File: src/rtl/dbchecker_rx_burst_splitter.sv
// AXI4 read burst splitter placed in front of the DBChecker RX slave port.
// INCR bursts are cut at 4 KiB and MAX_BEATS; rlast is rebuilt for the original burst.
module dbchecker_rx_burst_splitter #(
  parameter int ADDR_WIDTH = 64,
  parameter int DATA_WIDTH = 128,
  parameter int MAX_BEATS  = 16,
  parameter int TAG_DEPTH  = 4
) (
  input  logic                  clock,
  input  logic                  reset,
  // upstream AR
  input  logic                  s_ar_valid,
  output logic                  s_ar_ready,
  input  logic [ADDR_WIDTH-1:0] s_ar_addr,
  input  logic [7:0]            s_ar_len,
  input  logic [2:0]            s_ar_size,
  input  logic [1:0]            s_ar_burst,
  input  logic [2:0]            s_ar_prot,
  input  logic [3:0]            s_ar_cache,
  input  logic [3:0]            s_ar_qos,
  // downstream AR
  output logic                  m_ar_valid,
  input  logic                  m_ar_ready,
  output logic [ADDR_WIDTH-1:0] m_ar_addr,
  output logic [7:0]            m_ar_len,
  output logic [2:0]            m_ar_size,
  output logic [1:0]            m_ar_burst,
  output logic [2:0]            m_ar_prot,
  output logic [3:0]            m_ar_cache,
  output logic [3:0]            m_ar_qos,
  // downstream R
  input  logic                  m_r_valid,
  output logic                  m_r_ready,
  input  logic [DATA_WIDTH-1:0] m_r_data,
  input  logic [1:0]            m_r_resp,
  input  logic                  m_r_last,
  // upstream R
  output logic                  s_r_valid,
  input  logic                  s_r_ready,
  output logic [DATA_WIDTH-1:0] s_r_data,
  output logic [1:0]            s_r_resp,
  output logic                  s_r_last
);

  localparam logic [1:0]            BURST_INCR  = 2'b01;
  localparam int                    PTR_W       = $clog2(TAG_DEPTH);
  localparam logic [PTR_W:0]        DEPTH_C     = (PTR_W+1)'(TAG_DEPTH);
  localparam logic [PTR_W:0]        CNT_ONE     = (PTR_W+1)'(1);
  localparam logic [PTR_W-1:0]      PTR_ONE     = PTR_W'(1);
  localparam logic [12:0]           MAX_BEATS_C = 13'(MAX_BEATS);
  localparam logic [ADDR_WIDTH-1:0] ADDR_ONE    = {{(ADDR_WIDTH-1){1'b0}}, 1'b1};

  typedef enum logic [0:0] {
    ST_IDLE  = 1'b0,
    ST_SPLIT = 1'b1
  } state_t;

  // Beats for one sub-burst: INCR is capped by remaining, MAX_BEATS and the 4 KiB page.
  function automatic logic [8:0] split_beats(input logic [11:0] addr_lo,
                                             input logic [2:0]  size,
                                             input logic [8:0]  rem,
                                             input logic [1:0]  burst);
    logic [12:0] mask;
    logic [12:0] aligned;
    logic [12:0] to_bound;
    logic [12:0] lim;
    mask     = (13'd1 << size) - 13'd1;
    aligned  = {1'b0, addr_lo} & ~mask;
    to_bound = (13'd4096 - aligned) >> size;
    lim      = {4'd0, rem};
    if (burst == BURST_INCR) begin
      if (MAX_BEATS_C < lim) begin
        lim = MAX_BEATS_C;
      end else begin
        lim = lim;
      end
      if (to_bound < lim) begin
        lim = to_bound;
      end else begin
        lim = lim;
      end
    end else begin
      lim = {4'd0, rem};
    end
    return lim[8:0];
  endfunction

  state_t                  state_r;
  state_t                  state_next_s;
  logic                    s_ar_ready_r;
  logic                    m_ar_valid_r;
  logic                    valid_next_s;
  logic [ADDR_WIDTH-1:0]   m_ar_addr_r;
  logic [7:0]              m_ar_len_r;
  logic [2:0]              m_ar_size_r;
  logic [1:0]              m_ar_burst_r;
  logic [2:0]              m_ar_prot_r;
  logic [3:0]              m_ar_cache_r;
  logic [3:0]              m_ar_qos_r;
  logic [8:0]              cur_beats_r;
  logic [8:0]              remaining_r;

  logic                    ar_hs_s;
  logic                    m_hs_s;
  logic                    load_s;
  logic [ADDR_WIDTH-1:0]   src_addr_s;
  logic [8:0]              src_rem_s;
  logic [2:0]              src_size_s;
  logic [1:0]              src_burst_s;
  logic [8:0]              beats_s;
  logic [8:0]              len_s;
  logic [8:0]              rem_adv_s;
  logic [ADDR_WIDTH-1:0]   size_mask_s;
  logic [ADDR_WIDTH-1:0]   step_s;
  logic [ADDR_WIDTH-1:0]   addr_adv_s;
  logic                    final_s;

  logic                    tag_mem_r [TAG_DEPTH];
  logic [PTR_W-1:0]        wr_ptr_r;
  logic [PTR_W-1:0]        rd_ptr_r;
  logic [PTR_W:0]          count_r;
  logic [PTR_W:0]          count_next_s;
  logic                    fifo_empty_s;
  logic                    full_next_s;
  logic                    push_s;
  logic                    pop_s;

  assign ar_hs_s = s_ar_valid && s_ar_ready_r;
  assign m_hs_s  = m_ar_valid_r && m_ar_ready;

  // Where the following sub-burst starts; later sub-bursts are beat aligned.
  assign size_mask_s = (ADDR_ONE << m_ar_size_r) - ADDR_ONE;
  assign step_s      = {{(ADDR_WIDTH-9){1'b0}}, cur_beats_r} << m_ar_size_r;
  assign addr_adv_s  = (m_ar_burst_r == BURST_INCR) ? ((m_ar_addr_r & ~size_mask_s) + step_s)
                                                    : m_ar_addr_r;
  assign rem_adv_s   = remaining_r - cur_beats_r;
  assign final_s     = (cur_beats_r == remaining_r);

  assign beats_s = split_beats(src_addr_s[11:0], src_size_s, src_rem_s, src_burst_s);
  assign len_s   = beats_s - 9'd1;

  // FSM next state and selection of the source for the next sub-burst payload.
  always_comb begin
    state_next_s = state_r;
    load_s       = 1'b0;
    src_addr_s   = addr_adv_s;
    src_rem_s    = rem_adv_s;
    src_size_s   = m_ar_size_r;
    src_burst_s  = m_ar_burst_r;
    case (state_r)
      ST_IDLE: begin
        if (ar_hs_s) begin
          state_next_s = ST_SPLIT;
          load_s       = 1'b1;
          src_addr_s   = s_ar_addr;
          src_rem_s    = {1'b0, s_ar_len} + 9'd1;
          src_size_s   = s_ar_size;
          src_burst_s  = s_ar_burst;
        end else begin
          state_next_s = ST_IDLE;
        end
      end
      ST_SPLIT: begin
        if (m_hs_s) begin
          if (rem_adv_s == 9'd0) begin
            state_next_s = ST_IDLE;
          end else begin
            load_s = 1'b1;
          end
        end else begin
          state_next_s = ST_SPLIT;
        end
      end
      default: begin
        state_next_s = ST_IDLE;
      end
    endcase
  end

  // FSM state register.
  always_ff @(posedge clock or negedge reset) begin
    if (!reset) begin
      state_r <= ST_IDLE;
    end else begin
      state_r <= state_next_s;
    end
  end

  // Tag FIFO occupancy; a pop while full lets the same-cycle push land.
  always_comb begin
    count_next_s = count_r;
    case ({push_s, pop_s})
      2'b10:   count_next_s = count_r + CNT_ONE;
      2'b01:   count_next_s = count_r - CNT_ONE;
      default: count_next_s = count_r;
    endcase
  end

  assign fifo_empty_s = (count_r == '0);
  assign full_next_s  = (count_next_s == DEPTH_C);
  assign pop_s        = m_r_valid && s_r_ready && m_r_last && !fifo_empty_s;
  assign push_s       = m_hs_s && ((count_r != DEPTH_C) || pop_s);

  // AR valid: held once raised, otherwise raised whenever a tag slot is free.
  always_comb begin
    valid_next_s = 1'b0;
    if (state_next_s == ST_SPLIT) begin
      if (load_s) begin
        valid_next_s = !full_next_s;
      end else begin
        valid_next_s = m_ar_valid_r || !full_next_s;
      end
    end else begin
      valid_next_s = 1'b0;
    end
  end

  // Registered AR payload plus split bookkeeping.
  always_ff @(posedge clock or negedge reset) begin
    if (!reset) begin
      s_ar_ready_r <= 1'b0;
      m_ar_valid_r <= 1'b0;
      m_ar_addr_r  <= '0;
      m_ar_len_r   <= 8'd0;
      m_ar_size_r  <= 3'd0;
      m_ar_burst_r <= 2'd0;
      m_ar_prot_r  <= 3'd0;
      m_ar_cache_r <= 4'd0;
      m_ar_qos_r   <= 4'd0;
      cur_beats_r  <= 9'd0;
      remaining_r  <= 9'd0;
    end else begin
      s_ar_ready_r <= (state_next_s == ST_IDLE);
      m_ar_valid_r <= valid_next_s;
      if (load_s) begin
        m_ar_addr_r  <= src_addr_s;
        m_ar_len_r   <= len_s[7:0];
        m_ar_size_r  <= src_size_s;
        m_ar_burst_r <= src_burst_s;
        cur_beats_r  <= beats_s;
        remaining_r  <= src_rem_s;
      end
      if (ar_hs_s) begin
        m_ar_prot_r  <= s_ar_prot;
        m_ar_cache_r <= s_ar_cache;
        m_ar_qos_r   <= s_ar_qos;
      end
    end
  end

  // Tag FIFO: one "final sub-burst" flag per issued AR, consumed on each downstream rlast.
  always_ff @(posedge clock or negedge reset) begin
    if (!reset) begin
      wr_ptr_r <= '0;
      rd_ptr_r <= '0;
      count_r  <= '0;
      for (int i = 0; i < TAG_DEPTH; i++) begin
        tag_mem_r[i] <= 1'b0;
      end
    end else begin
      if (push_s) begin
        tag_mem_r[wr_ptr_r] <= final_s;
        wr_ptr_r            <= wr_ptr_r + PTR_ONE;
      end
      if (pop_s) begin
        rd_ptr_r <= rd_ptr_r + PTR_ONE;
      end
      count_r <= count_next_s;
    end
  end

  assign s_ar_ready = s_ar_ready_r;
  assign m_ar_valid = m_ar_valid_r;
  assign m_ar_addr  = m_ar_addr_r;
  assign m_ar_len   = m_ar_len_r;
  assign m_ar_size  = m_ar_size_r;
  assign m_ar_burst = m_ar_burst_r;
  assign m_ar_prot  = m_ar_prot_r;
  assign m_ar_cache = m_ar_cache_r;
  assign m_ar_qos   = m_ar_qos_r;

  // R channel is a straight wire except for rlast, which only survives on the final sub-burst.
  assign s_r_valid = m_r_valid;
  assign m_r_ready = s_r_ready;
  assign s_r_data  = m_r_data;
  assign s_r_resp  = m_r_resp;
  assign s_r_last  = m_r_last && !fifo_empty_s && tag_mem_r[rd_ptr_r];

endmodule

File: config.mk
export PLATFORM = sky130hd
export DESIGN_NAME = dbchecker_rx_burst_splitter
export DESIGN_NICKNAME = d
export VERILOG_FILES = /design/src/rtl/dbchecker_rx_burst_splitter.sv
export SDC_FILE = /design/constraint.sdc
export NUM_CORES = 1
export LEC_CHECK = 0
export ABC_AREA = 1
export CORE_ASPECT_RATIO = 0.75
export CORE_MARGIN = 2
export CORE_UTILIZATION = 29
export CTS_CLUSTER_SIZE = 14
export DETAILED_ROUTE_END_ITERATION = 10
export SETUP_SLACK_MARGIN = 0.5
export SLEW_MARGIN = 20
export SYNTH_ARGS = -nofsm -noshare
export SYNTH_HDL_FRONTEND = slang
export SYNTH_SLANG_ARGS = --single-unit
File: constraint.sdc
create_clock -name clock -period 8.5 [get_ports clock]
set_clock_uncertainty 0.1 [all_clocks]
set_input_delay 1.275 -clock clock [delete_from_list [all_inputs] [get_ports clock]]
set_output_delay 1.275 -clock clock [all_outputs]
set_load 0.02 [all_outputs]
# Yosys cells after proc, flatten, opt, wreduce, memory -nomap -nowiden
# Cells that the tools add are included.
[totals] out_inout_bits=223 ff_bits=120 elab_cells=97
[op_classes] add_sub_neg=11 magnitude_cmp=5 reduce_logical=15 n_shift=4 n_mux=28 n_bitwise=8 n_eq_ne=7
[op_table] op="two-way mux 64 bit" count=3
[op_table] op="adder 64 bit" count=1
[op_table] op="AND 64 bit" count=1
[op_table] op="inverter 64 bit" count=1
[op_table] op="<< shifter 1 x 3 -> 64 bit (first input constant)" count=1
[op_table] op="<< shifter 9 x 3 -> 64 bit" count=1
[op_table] op="subtractor 64 x 1 -> 64 bit (second input constant)" count=1
[op_table] op="two-way mux 9 bit" count=5
[op_table] op="AND 12 x 13 -> 13 bit" count=1
[op_table] op="less-than comparator 13 bit" count=1
[op_table] op="two-way mux 13 bit" count=1
[op_table] op="inverter 13 bit" count=1
[op_table] op="<< shifter 1 x 3 -> 13 bit (first input constant)" count=1
[op_table] op="right shift 13 x 3 -> 13 bit" count=1
[op_table] op="subtractor 13 x 1 -> 13 bit (second input constant)" count=1
[op_table] op="subtractor 13 bit (first input constant)" count=1
[op_table] op="adder 8 x 1 -> 9 bit (second input constant)" count=1
[op_table] op="equality test 9 bit" count=1
[op_table] op="logical AND 1 bit" count=9
[op_table] op="logical NOT 9 bit" count=1
[op_table] op="less-than comparator 5 x 9 -> 1 bit (first input constant)" count=1
[op_table] op="two-way mux 1 bit" count=9
[op_table] op="subtractor 9 bit" count=1
[op_table] op="subtractor 8 x 1 -> 8 bit (second input constant)" count=1
[op_table] op="other kinds (21)" count=32

# Longest topological paths before layout
# Gate-level depths: netlist of the first run.
[depth] depth_word=15 mapped_depth=48 mapped_depth_nobuf=44

# Worst setup path before layout of the first run
# No wires, ideal clock.
[synth_timing] path_kind="register to register" start="register m_ar_size_r[1], in the netlist m_ar_size[1]" end="register m_ar_len_r[4], in the netlist m_ar_len[4]" required_time_ns=8.278 stages_incl_launch_ff=45 path_buffers=4 setup_time_ns=0.122 t_arrival_ns=5.990 path_slack_ns=2.287 cell_sequence="dfrtp_1 buf_4 clkbuf_1 nor2_1 nand2_1 ha_1 nand2_1 inv_1 nand2_1 nor2_2 clkbuf_1 buf_2 a2111oi_0 ha_1 nand2_1 inv_1 a21oi_1 nand3_1 (+9 left out) nand2_1 o21ai_0 ha_1 a21oi_1 nor3_1 a211oi_1 nand2_1 nor2_8 nand2_4 o21ai_1 nand3_1 nand2_2 inv_1 ha_1 nand2_1 nor2_2 nor2_1 a21oi_1"
[synth_between] elab_chain_len=15
[synth_lines] item="start, declared" line_no="95" text="logic [2:0] m_ar_size_r;"
[synth_lines] item="start signal, assigned" line_no="238" text="m_ar_size_r <= src_size_s;"
[synth_lines] item="<< shifter 1 x 3 -> 64 bit" line_no="132" text="assign size_mask_s = (ADDR_ONE << m_ar_size_r) - ADDR_ONE;"
[synth_lines] item="subtractor 64 x 1 -> 64 bit" line_no="132"
[synth_lines] item="inverter 64 bit" line_no="134" text="assign addr_adv_s = (m_ar_burst_r == BURST_INCR) ? ((m_ar_addr_r & ~size_mask_s) + step_s)"
[synth_lines] item="AND 64 bit" line_no="134"
[synth_lines] item="adder 64 bit" line_no="134"
[synth_lines] item="two-way mux 64 bit" line_no="134"
[synth_lines] item="two-way mux 64 bit" line_no="152" text="if (ar_hs_s) begin"
[synth_lines] item="two-way mux 64 bit" line_no="150" text="case (state_r)"
[synth_lines] item="AND 12 x 13 -> 13 bit" line_no="68" text="aligned = {1'b0, addr_lo} & ~mask;"
[synth_lines] item="subtractor 13 bit" line_no="69" text="to_bound = (13'd4096 - aligned) >> size;"
[synth_lines] item="right shift 13 x 3 -> 13 bit *" line_no="69"
[synth_lines] item="less-than comparator 13 bit" line_no="77" text="if (to_bound < lim) begin"
[synth_lines] item="two-way mux 9 bit *" line_no="77"
[synth_lines] item="two-way mux 9 bit *" line_no="71" text="if (burst == BURST_INCR) begin"
[synth_lines] item="subtractor 8 x 1 -> 8 bit *" line_no="140" text="assign len_s = beats_s - 9'd1;"
[synth_lines] item="end signal, assigned" line_no="237" text="m_ar_len_r <= len_s[7:0];"
[synth_lines] item="end, declared" line_no="94" text="logic [7:0] m_ar_len_r;"
# Mark *: on every way between the ends. The rest lies on a longest branch, timed or not.
# A chain may end at the register's enable or synchronous reset.

# Worst setup path after layout of the first run
[layout_timing] start="register m_ar_size_r[1], in the netlist m_ar_size[1]" end="register m_ar_len_r[2], in the netlist m_ar_len[2]"
# Same word-level chain as after synthesis.

==> results of run 1 <==
## power groups by stage
stage          clock (mW)  combinational, mW  sequential, mW
2_1_floorplan           0               3.02            1.20
3_3_place_gp            0               4.38            1.08
3_5_place_dp            0               4.40            1.08
4_1_cts             0.716               4.43            1.07
5_1_grt             0.745               5.00            1.11
6_report            0.698               4.45            1.08
## logic make-up after synthesis
group	after synthesis
simple gates	775
compound gates	331
flops	120
other cells	1
xor+xnor	26
fa+ha+maj	45
buf+inv	460
mux	4
## cells in the final DEF, fill, tap and decap left out, drive strengths merged, types with 3 or more instances in the layout
| master | count |
|---|---|
| nor4 | 17 |
| clkinv | 7 |
| mux2i | 4 |
| clkdlybuf4s50 | 186 |
| conb | 4 |
| o211ai | 28 |
| a31oi | 8 |
| o21a | 3 |
| inv | 263 |
| nand2 | 365 |
| o22ai | 17 |
| fa | 3 |
| or2 | 6 |
| nand3 | 137 |
| and2 | 4 |
| dfrtp | 120 |
| a22oi | 4 |
| nor3 | 35 |
| nor2 | 185 |
| o21bai | 6 |
| nand4 | 24 |
| clkbuf | 24 |
| o21ai | 181 |
| o221ai | 10 |
| xor2 | 18 |
| buf | 9 |
| ha | 42 |
| xnor2 | 8 |
| a41oi | 3 |
| a21oi | 57 |
## registers in the layout (all words and copies together), names as in the netlist
signal / flops
state_r: 1
m_ar_len: 8
s_ar_ready: 1
tag_mem_r: 4
rd_ptr_r: 2
m_ar_qos: 4
m_ar_prot: 3
wr_ptr_r: 2
m_ar_size: 3
m_ar_cache: 4
remaining_r: 9
m_ar_burst: 2
m_ar_addr: 64
count_r: 3
m_ar_valid: 1
cur_beats_r: 9
## per-layer routing
metal  wire [um]  vias to the layer above  track usage (%)  share of wire, %
met5           0                        -                0                 0
met4         750                        0             5.41               1.8
met3        4070                       40             7.16                10
met2       17000                      553             28.2                42
met1       18900                     5392             26.7                46
li1            -                     5674                -                 -
## worst max-delay path, delay by kind of cell (launching register included)
| family | cells | cell delay [ps] |
|---|---|---|
| flops | 1 | 640 |
| buf+inv | 3 | 170 |
| simple gates | 23 | 2920 |
| fa+ha+maj | 4 | 1130 |
| compound gates | 7 | 1440 |
| xor+xnor | 1 | 210 |
## worst min-delay path by stage
stage / to / slack, ps / cells past startpoint
after floorplan: tag_mem_r[0] / 350 / 2
final: m_ar_cache[1] / 380 / 2
after CTS: m_ar_cache[1] / 380 / 2
after global placement: m_ar_prot[0] / 370 / 2
after detailed placement: m_ar_cache[1] / 370 / 2
after global routing: m_ar_qos[3] / 400 / 2
## layout make-up
class / count / area, um2
clock inverters: 8 / 45.0
repair buffers: 195 / 1930
diodes: 2 / 5.00
inverters: 264 / 995
flip-flops and latches: 120 / 3000
clock buffers: 24 / 502
well taps: 520 / 651
fillers: 4283 / 26000
multi-input cells: 1185 / 6310
==> results_dict.tcl, run 1 <==
set metrics [dict create \
    outcome "finished, final reports clean" \
    start_kind "flop" \
    cts-htree-levels 4 \
    grt_max_degree 81 \
    syn_area_um2 11600 \
    die_area_um2 41600 \
    tns_ps 0 \
    final_area_um2 13400 \
    crit_fanout 17 \
    slew_viol_final 0 \
    postRouteAntennaNets 0 \
    critPathRequiredTime_ps 8740 \
    hold_buffers 0 \
    syn_avg_cell_area_um2 6.57 \
    fin_hold_ws_ps 382 \
    min_period_over_period_pct 78.7 \
    drc_errors 0 \
    crit_path_end "m_ar_len[2]" \
    clock.fmax_ghz 0.149 \
    drt-pass1-iter-count 5 \
    layoutNonFillerInstCount 2318 \
    cellPowerDensity_nw_per_um2 463 \
    synth_top_area_share_pct 25.9 \
    grt_pass1_wl_um 63000 \
    yosys-top-cells-area "dfrtp_1, nand2_1, buf_4" \
    num_vias 11659 \
    rsz0062_at_grt "false" \
    slew_headroom_pct 37.3 \
    setup_violations 0 \
    grt_pass1_vias 11081 \
    antenna_found_initial 3 \
    critical_path.startpoint "m_ar_size[1]" \
    fin_total_pwr_mw 6.23 \
    synth_flop_cell "dfrtp_1" \
    routed_wl_um 40800 \
    viasPerCell 5.03 \
    crit_path_end_kind "flop" \
    switchingPower_mw 3.46 \
    syn_inst 1762 \
    fin_crit_ps 6690 \
    start_util_pct 29.4 \
    min_from "m_ar_cache[1]" \
    power.clock.fraction_pct 11.2 \
    clk_path_buf_depth 2 \
    hold_path.class "flop to flop" \
    final_layout_size_suffix_gt1_share_pct 6.12 \
    die_width_um 235 \
    timing.rr.start "m_ar_size[1]" \
    clockRootBuffer "clkbuf_16" \
    comb_power_share_pct 71.5 \
    r2r_cells 38 \
    synth-compound-area-share_pct 16.5 \
    worstSkewPairLatency_ps 440 \
    synthAdderAreaFrac_pct 5.06 \
    coreArea_um2 39400 \
    fin_nets 2053 \
    grt_usage_pct 19.4 \
    yosys-mux-area-fraction_pct 0.346 \
    clkTransAtPathRegs_ps 60 \
    io_buffers 187 \
    place_area_um2 12900 \
    critPathKind "flop to flop" \
    worstPathArrival_ps 6930 \
    async_flop_share_pct 100 \
    synth_edf_count 0 \
    yosys.area.top_type "dfrtp_1" \
    slowest_delay_ps 640 \
    pre_cts_ws_ps 1500 \
    p_int_mw 2.77 \
    cts.repair.resized 0 \
    fp.dieH_um 177 \
    power_switching_share_pct 55.6 \
    dpl.hpwl_um 31000 \
    synth_common_cells "nand2_1, inv_1, nor2_1" \
    synthXorXnorAreaFrac_pct 1.97 \
    fin_ws_ps 1810 \
    rows 63 \
    r2r_slack_ps 1810 \
    cts_sinks 120 \
    worst_slew_pin_slew_ps 937 \
    postLayoutCoreUtil_pct 34.1 \
    vdd_drop_max_uv 327 \
    synth_top_family_by_area "simple AND/OR/NAND/NOR gates" \
    hold_viol 0 \
    dpl.cell_count 2284 \
    cpMostUsedCell "nand2_1" \
    ys_seq_elements 120 \
    numCtsBuffers 17 \
    gr-total-overflow 0 \
    synthSimpleGateAreaFrac_pct 30.3 \
    drv_cap 0 \
    post_cts_buffers 0 \
    ys_warn_count 0 \
    io_pins 448 \
    r2r-end "m_ar_len[2]" \
    finalWeightedCongestion 0.926 \
    p_leak_nw 5.91 \
    cts_tree "yes" \
    synth.distinct_cells 58 \
    synth.most_common_cell "nand2_1" \
    synth_seq_area_share_pct 25.9 \
    slowest_stage "dfrtp_1" \
    initialDrtViolationCount 1061 \
    pwr-share-seq_pct 17.3 \
    wl_per_cell_um 17.6 \
    syn_to_final_growth_pct 16.1 \
]
(Power assumes the default switching activity.)
==> inputs of run 2 (changes only) <==
- clock period: 8.5 -> 6.25 ns (I/O delays scaled with it)
==> run 2 against run 1 <==
Sequential power rose by 33%. Final cell count grew 1.6%. Count of clock-buffer cells in the layout down 2. Via count increased by 0.81%. Utilization increased by 2.1 points. Clock power grew 50%. Sequential cell count did not move. Largest cell class unchanged. Largest power group unchanged.
==> results_dict.tcl, run 2 (same netlist as run 1, synthesis figures left out) <==
set metrics [dict create \
    numCtsBuffers 17 \
    antenna_found_initial 0 \
    fill_cells 4202 \
    crit_fanout 6 \
    num_vias 11753 \
    grt_pass1_vias 11116 \
    start_kind "flop" \
    gr-total-overflow 0 \
    start_util_pct 29.4 \
    layoutNonFillerInstCount 2356 \
    clock.fmax_ghz 0.179 \
    worstSkewPairLatency_ps 450 \
    slowest_stage "dfrtp_2" \
    viasPerCell 4.99 \
    hold_buffers 0 \
    slowest_delay_ps 460 \
    largest_reg_flops 64 \
    grt_max_degree 71 \
    fp.dieH_um 177 \
    drt-pass1-iter-count 5 \
    r2r_slack_ps 650 \
    slew_headroom_pct 46.6 \
    critPathKind "flop to flop" \
    slew_viol_final 0 \
    min_period_over_period_pct 89.6 \
    fin_hold_ws_ps 299 \
    multi_input_area_um2 6710 \
    grt_usage_pct 19.6 \
    wl_per_cell_um 17.7 \
    worstPathArrival_ps 5860 \
    switchingPower_mw 5.18 \
    diodes 0 \
    clkTransAtPathRegs_ps 60 \
    outcome "finished, final reports clean" \
    power_switching_share_pct 53.7 \
    die_area_um2 41600 \
    p_leak_nw 6.23 \
    io_buffers 187 \
    finalWeightedCongestion 0.953 \
    drc_errors 0 \
    fin_nets 2093 \
    final_layout_size_suffix_gt1_share_pct 11.9 \
    dpl.hpwl_um 31400 \
    crit_path_end_kind "flop" \
    tns_ps 0 \
    p_int_mw 4.46 \
    cts_tree "yes" \
    hold_viol 0 \
    coreArea_um2 39400 \
    final_cell_mix "nand2_1, inv_1, clkdlybuf4s50_1" \
    cts-htree-levels 4 \
    die_width_um 235 \
    r2r-end "m_ar_len[2]" \
    dpl.cell_count 2296 \
    cpMostUsedCell "nand3_2" \
    setup_violations 0 \
    grt_pass1_wl_um 63400 \
    critPathRequiredTime_ps 6510 \
    clk_path_buf_depth 2 \
    fin_crit_ps 5600 \
    cts_sinks 120 \
    clockRootBuffer "clkbuf_16" \
    drv_cap 0 \
    hold_path.class "input pin to async pin" \
    timing.rr.start "m_ar_size[1]" \
    worst_slew_pin_slew_ps 793 \
    io_pins 448 \
    postRouteAntennaNets 0 \
    power.clock.fraction_pct 10.9 \
    routed_wl_um 41600 \
    comb_power_share_pct 74.1 \
    layout_commonest_cell "nand2_1" \
    pwr-share-seq_pct 15.0 \
    register_area_um2 3010 \
    r2r_cells 38 \
    initialDrtViolationCount 957 \
    vdd_drop_max_uv 298 \
    rsz0062_at_grt "true" \
    cellPowerDensity_nw_per_um2 675 \
    syn_to_final_growth_pct 23.2 \
    rows 63 \
]
run 2: repair_timing:
action	CTS	global route
resized for setup	6	93
pin swaps	4	55
buffers inserted	8	19
cloned	0	0
setup endpoints to repair	5	17
run 2: worst max-delay path by stage:
| stage | end | cells after the start | from |
|---|---|---|---|
| 2_1_floorplan | m_ar_len[4] | 44 | m_ar_size[1] |
| 3_3_place_gp | m_ar_len[4] | 29 | s_ar_valid |
| 3_5_place_dp | m_ar_len[4] | 33 | s_ar_valid |
| 4_1_cts | m_ar_len[4] | 40 | m_ar_size[2] |
| 5_1_grt | m_ar_len[2] | 39 | m_ar_size[1] |
| 6_report | m_ar_len[2] | 38 | m_ar_size[1] |
run 2: routing by layer:
metal,up-vias,track usage [%],share of wire [%]
li1,5748,-,-
met1,5465,27.8,48
met2,500,28.7,42
met3,38,6.50,8.5
met4,2,3.85,1.2
met5,-,1.17,0.16
run 2: cell type report:
class                   count  area share, %
clock buffers              22           3.25
flip-flops and latches    120           21.1
repair buffers            235           16.1
well taps                 520           4.56
inverters                 264           7.00
clock inverters            10           1.01
multi-input cells        1185           47.0
run 2: stage by stage:
stage | util [%] | setup slack, ps | cell area (um2) | power [mW]
after detailed placement | 33.0 | 219 | 13000 | 7.57
after CTS | 34.8 | 518 | 13700 | 8.78
after global routing | 36.2 | 222 | 14300 | 10.5
after global placement | 33.0 | 326 | 13000 | 7.54
after floorplan | - | 529 | 11600 | 5.77
final | 36.2 | 653 | 14300 | 9.64
run 2: worst max-delay path: cells and delay by family, from the launching register on:
kind | cells | cell delay (ps)
adder cells (fa/ha/maj) | 3 | 750
flip-flops | 1 | 460
buffers and inverters | 5 | 470
AO/OA/AOI/OAI | 7 | 1220
AND/OR/NAND/NOR | 23 | 2490
run 2: power by group through the flow:
stage | combinational (mW) | clock [mW] | sequential (mW)
final | 7.14 | 1.05 | 1.44
after global routing | 7.91 | 1.11 | 1.49
after floorplan | 4.14 | 0 | 1.63
after global placement | 6.08 | 0 | 1.46
after detailed placement | 6.11 | 0 | 1.46
after CTS | 6.26 | 1.08 | 1.44
==> inputs of run 3 (changes only) <==
- CELL_PAD_IN_SITES_DETAIL_PLACEMENT: not set -> 2
- CELL_PAD_IN_SITES_GLOBAL_PLACEMENT: not set -> 2
- CORE_UTILIZATION: 29 -> 23
- PLACE_DENSITY_LB_ADDON: not set -> 0.1
==> run 3 against run 2 <==
Utilization decreased by 6.7 points. Total power rose by 8.5%. Sequential share of layout area shrank 0.69 points. Combinational power up 11%.
==> results_dict.tcl, run 3 (same netlist as run 1, synthesis figures left out) <==
set metrics [dict create \
    outcome "finished, final reports clean" \
    diodes 0 \
    critPathRequiredTime_ps 6520 \
    hold_viol 0 \
    fin_hold_ws_ps 390 \
    r2r_cells 35 \
    routed_wl_um 54900 \
    grt_max_degree 76 \
    start_util_pct 23.2 \
    r2r_slack_ps 730 \
    r2r-end "m_ar_len[2]" \
    final_layout_size_suffix_gt1_share_pct 15.0 \
    min_period_over_period_pct 88.3 \
    finalWeightedCongestion 0.847 \
    worst_slew_pin_slew_ps 911 \
    hold_buffers 0 \
    vdd_drop_max_uv 215 \
    cts_tree "yes" \
    initialDrtViolationCount 633 \
    grt_pass1_wl_um 81400 \
    pre_cts_ws_ps 53.1 \
    cts_sinks 120 \
    postRouteAntennaNets 0 \
    register_area_um2 3010 \
    holdPathEnd "m_ar_qos[1]" \
    drv_cap 0 \
    die_area_um2 52200 \
    clockRootBuffer "clkbuf_16" \
    grt_pass1_vias 12896 \
    io_pins 448 \
    die_width_um 263 \
    holdPathStages 2 \
    antenna_found_initial 2 \
    timing.rr.start "m_ar_size[0]" \
    grt_usage_pct 20.7 \
    start_kind "flop" \
    fin_ws_ps 730 \
    largest_reg_flops 64 \
    io_buffers 187 \
    clock.fmax_ghz 0.181 \
    gr-total-overflow 0 \
    crit_fanout 5 \
    setup_violations 0 \
    multi_input_area_um2 6910 \
    min_from "m_ar_qos[1]" \
    tns_ps 0 \
    slowest_delay_ps 470 \
    slew_headroom_pct 38.6 \
    fin_nets 2112 \
    slowest_stage "dfrtp_2" \
    wl_per_cell_um 21.9 \
    postLayoutCoreUtil_pct 29.6 \
    worstPathArrival_ps 5790 \
    syn_to_final_growth_pct 27.4 \
    numCtsBuffers 17 \
    clkTransAtPathRegs_ps 70 \
    rows 71 \
    num_vias 12188 \
    final_cell_mix "nand2_1, inv_1, clkdlybuf4s50_1" \
    drt-pass1-iter-count 4 \
    fill_cells 5924 \
    cts-htree-levels 4 \
    layout_commonest_cell "nand2_1" \
    slew_viol_final 0 \
    critical_path.startpoint "m_ar_size[0]" \
    drc_errors 0 \
    fin_crit_ps 5520 \
    viasPerCell 4.85 \
    critPathKind "flop to flop" \
    cellPowerDensity_nw_per_um2 709 \
    fp.dieH_um 198 \
    cpMostUsedCell "nand2_2" \
    p_leak_nw 6.37 \
    coreArea_um2 49900 \
    hold_path.class "flop to flop" \
    crit_path_end_kind "flop" \
    rsz0062_at_grt "false" \
    worstSkewPairLatency_ps 460 \
    clk_path_buf_depth 2 \
    dpl.hpwl_um 42600 \
]
-- run 3: timing repair --
action | CTS | global route
buffers inserted | 15 | 29
resized for setup | 33 | 120
gates cloned | 0 | 0
hold endpoints to repair | 0 | 0
setup endpoints to repair | 15 | 17
pin swaps | 19 | 56
-- run 3: critical path, delay by kind of cell, from the launching register on --
family	cells	cell delay, ps
AOI/OAI and AO/OA	6	900
adders and majority gates	4	950
buffers and inverters	4	490
DFF	1	470
and+or+nand+nor	21	2530
-- run 3: per-stage QoR --
step | area, um2 | power [mW] | instances
2_1_floorplan | 11600 | 5.77 | 1765
3_3_place_gp | 13200 | 7.94 | 2436
3_5_place_dp | 13200 | 8.06 | 2436
4_1_cts | 14100 | 9.52 | 2483
5_1_grt | 14800 | 11.4 | 2512
6_report | 14800 | 10.5 | 2512
-- run 3: worst max-delay path by stage --
stage	end	slack [ps]	cells after the start
final	m_ar_len[2]	730	35
after global routing	m_ar_len[2]	370	40
after floorplan	m_ar_len[4]	530	44
after global placement	m_ar_len[4]	250	37
after detailed placement	m_ar_len[4]	50	39
after CTS	m_ar_len[6]	510	40
-- run 3: metal layers --
metal | up-vias | GRT usage (%) | part of all wire, %
met4 | 4 | 3.70 | 0.98
li1 | 5783 | - | -
met1 | 6073 | 29.2 | 50
met2 | 292 | 31.8 | 44
met3 | 36 | 5.36 | 5.5
met5 | - | 0.746 | 0.087
-- run 3: report_power, final --
group          switching [mW]  leakage [nW]  internal (mW)
clock                   0.446         0.285          0.640
sequential              0.308          1.50           1.12
combinational            5.01          4.58           2.93
total                    5.76          6.37           4.69
-- run 3: cell type report --
type,instances,area share [%]
multi-input combinational,1185,46.8
sequential,120,20.4
timing repair buffer,254,16.3
inverter,264,6.79
tap,657,5.57
clock buffer,18,2.98
clock inverter,14,1.17
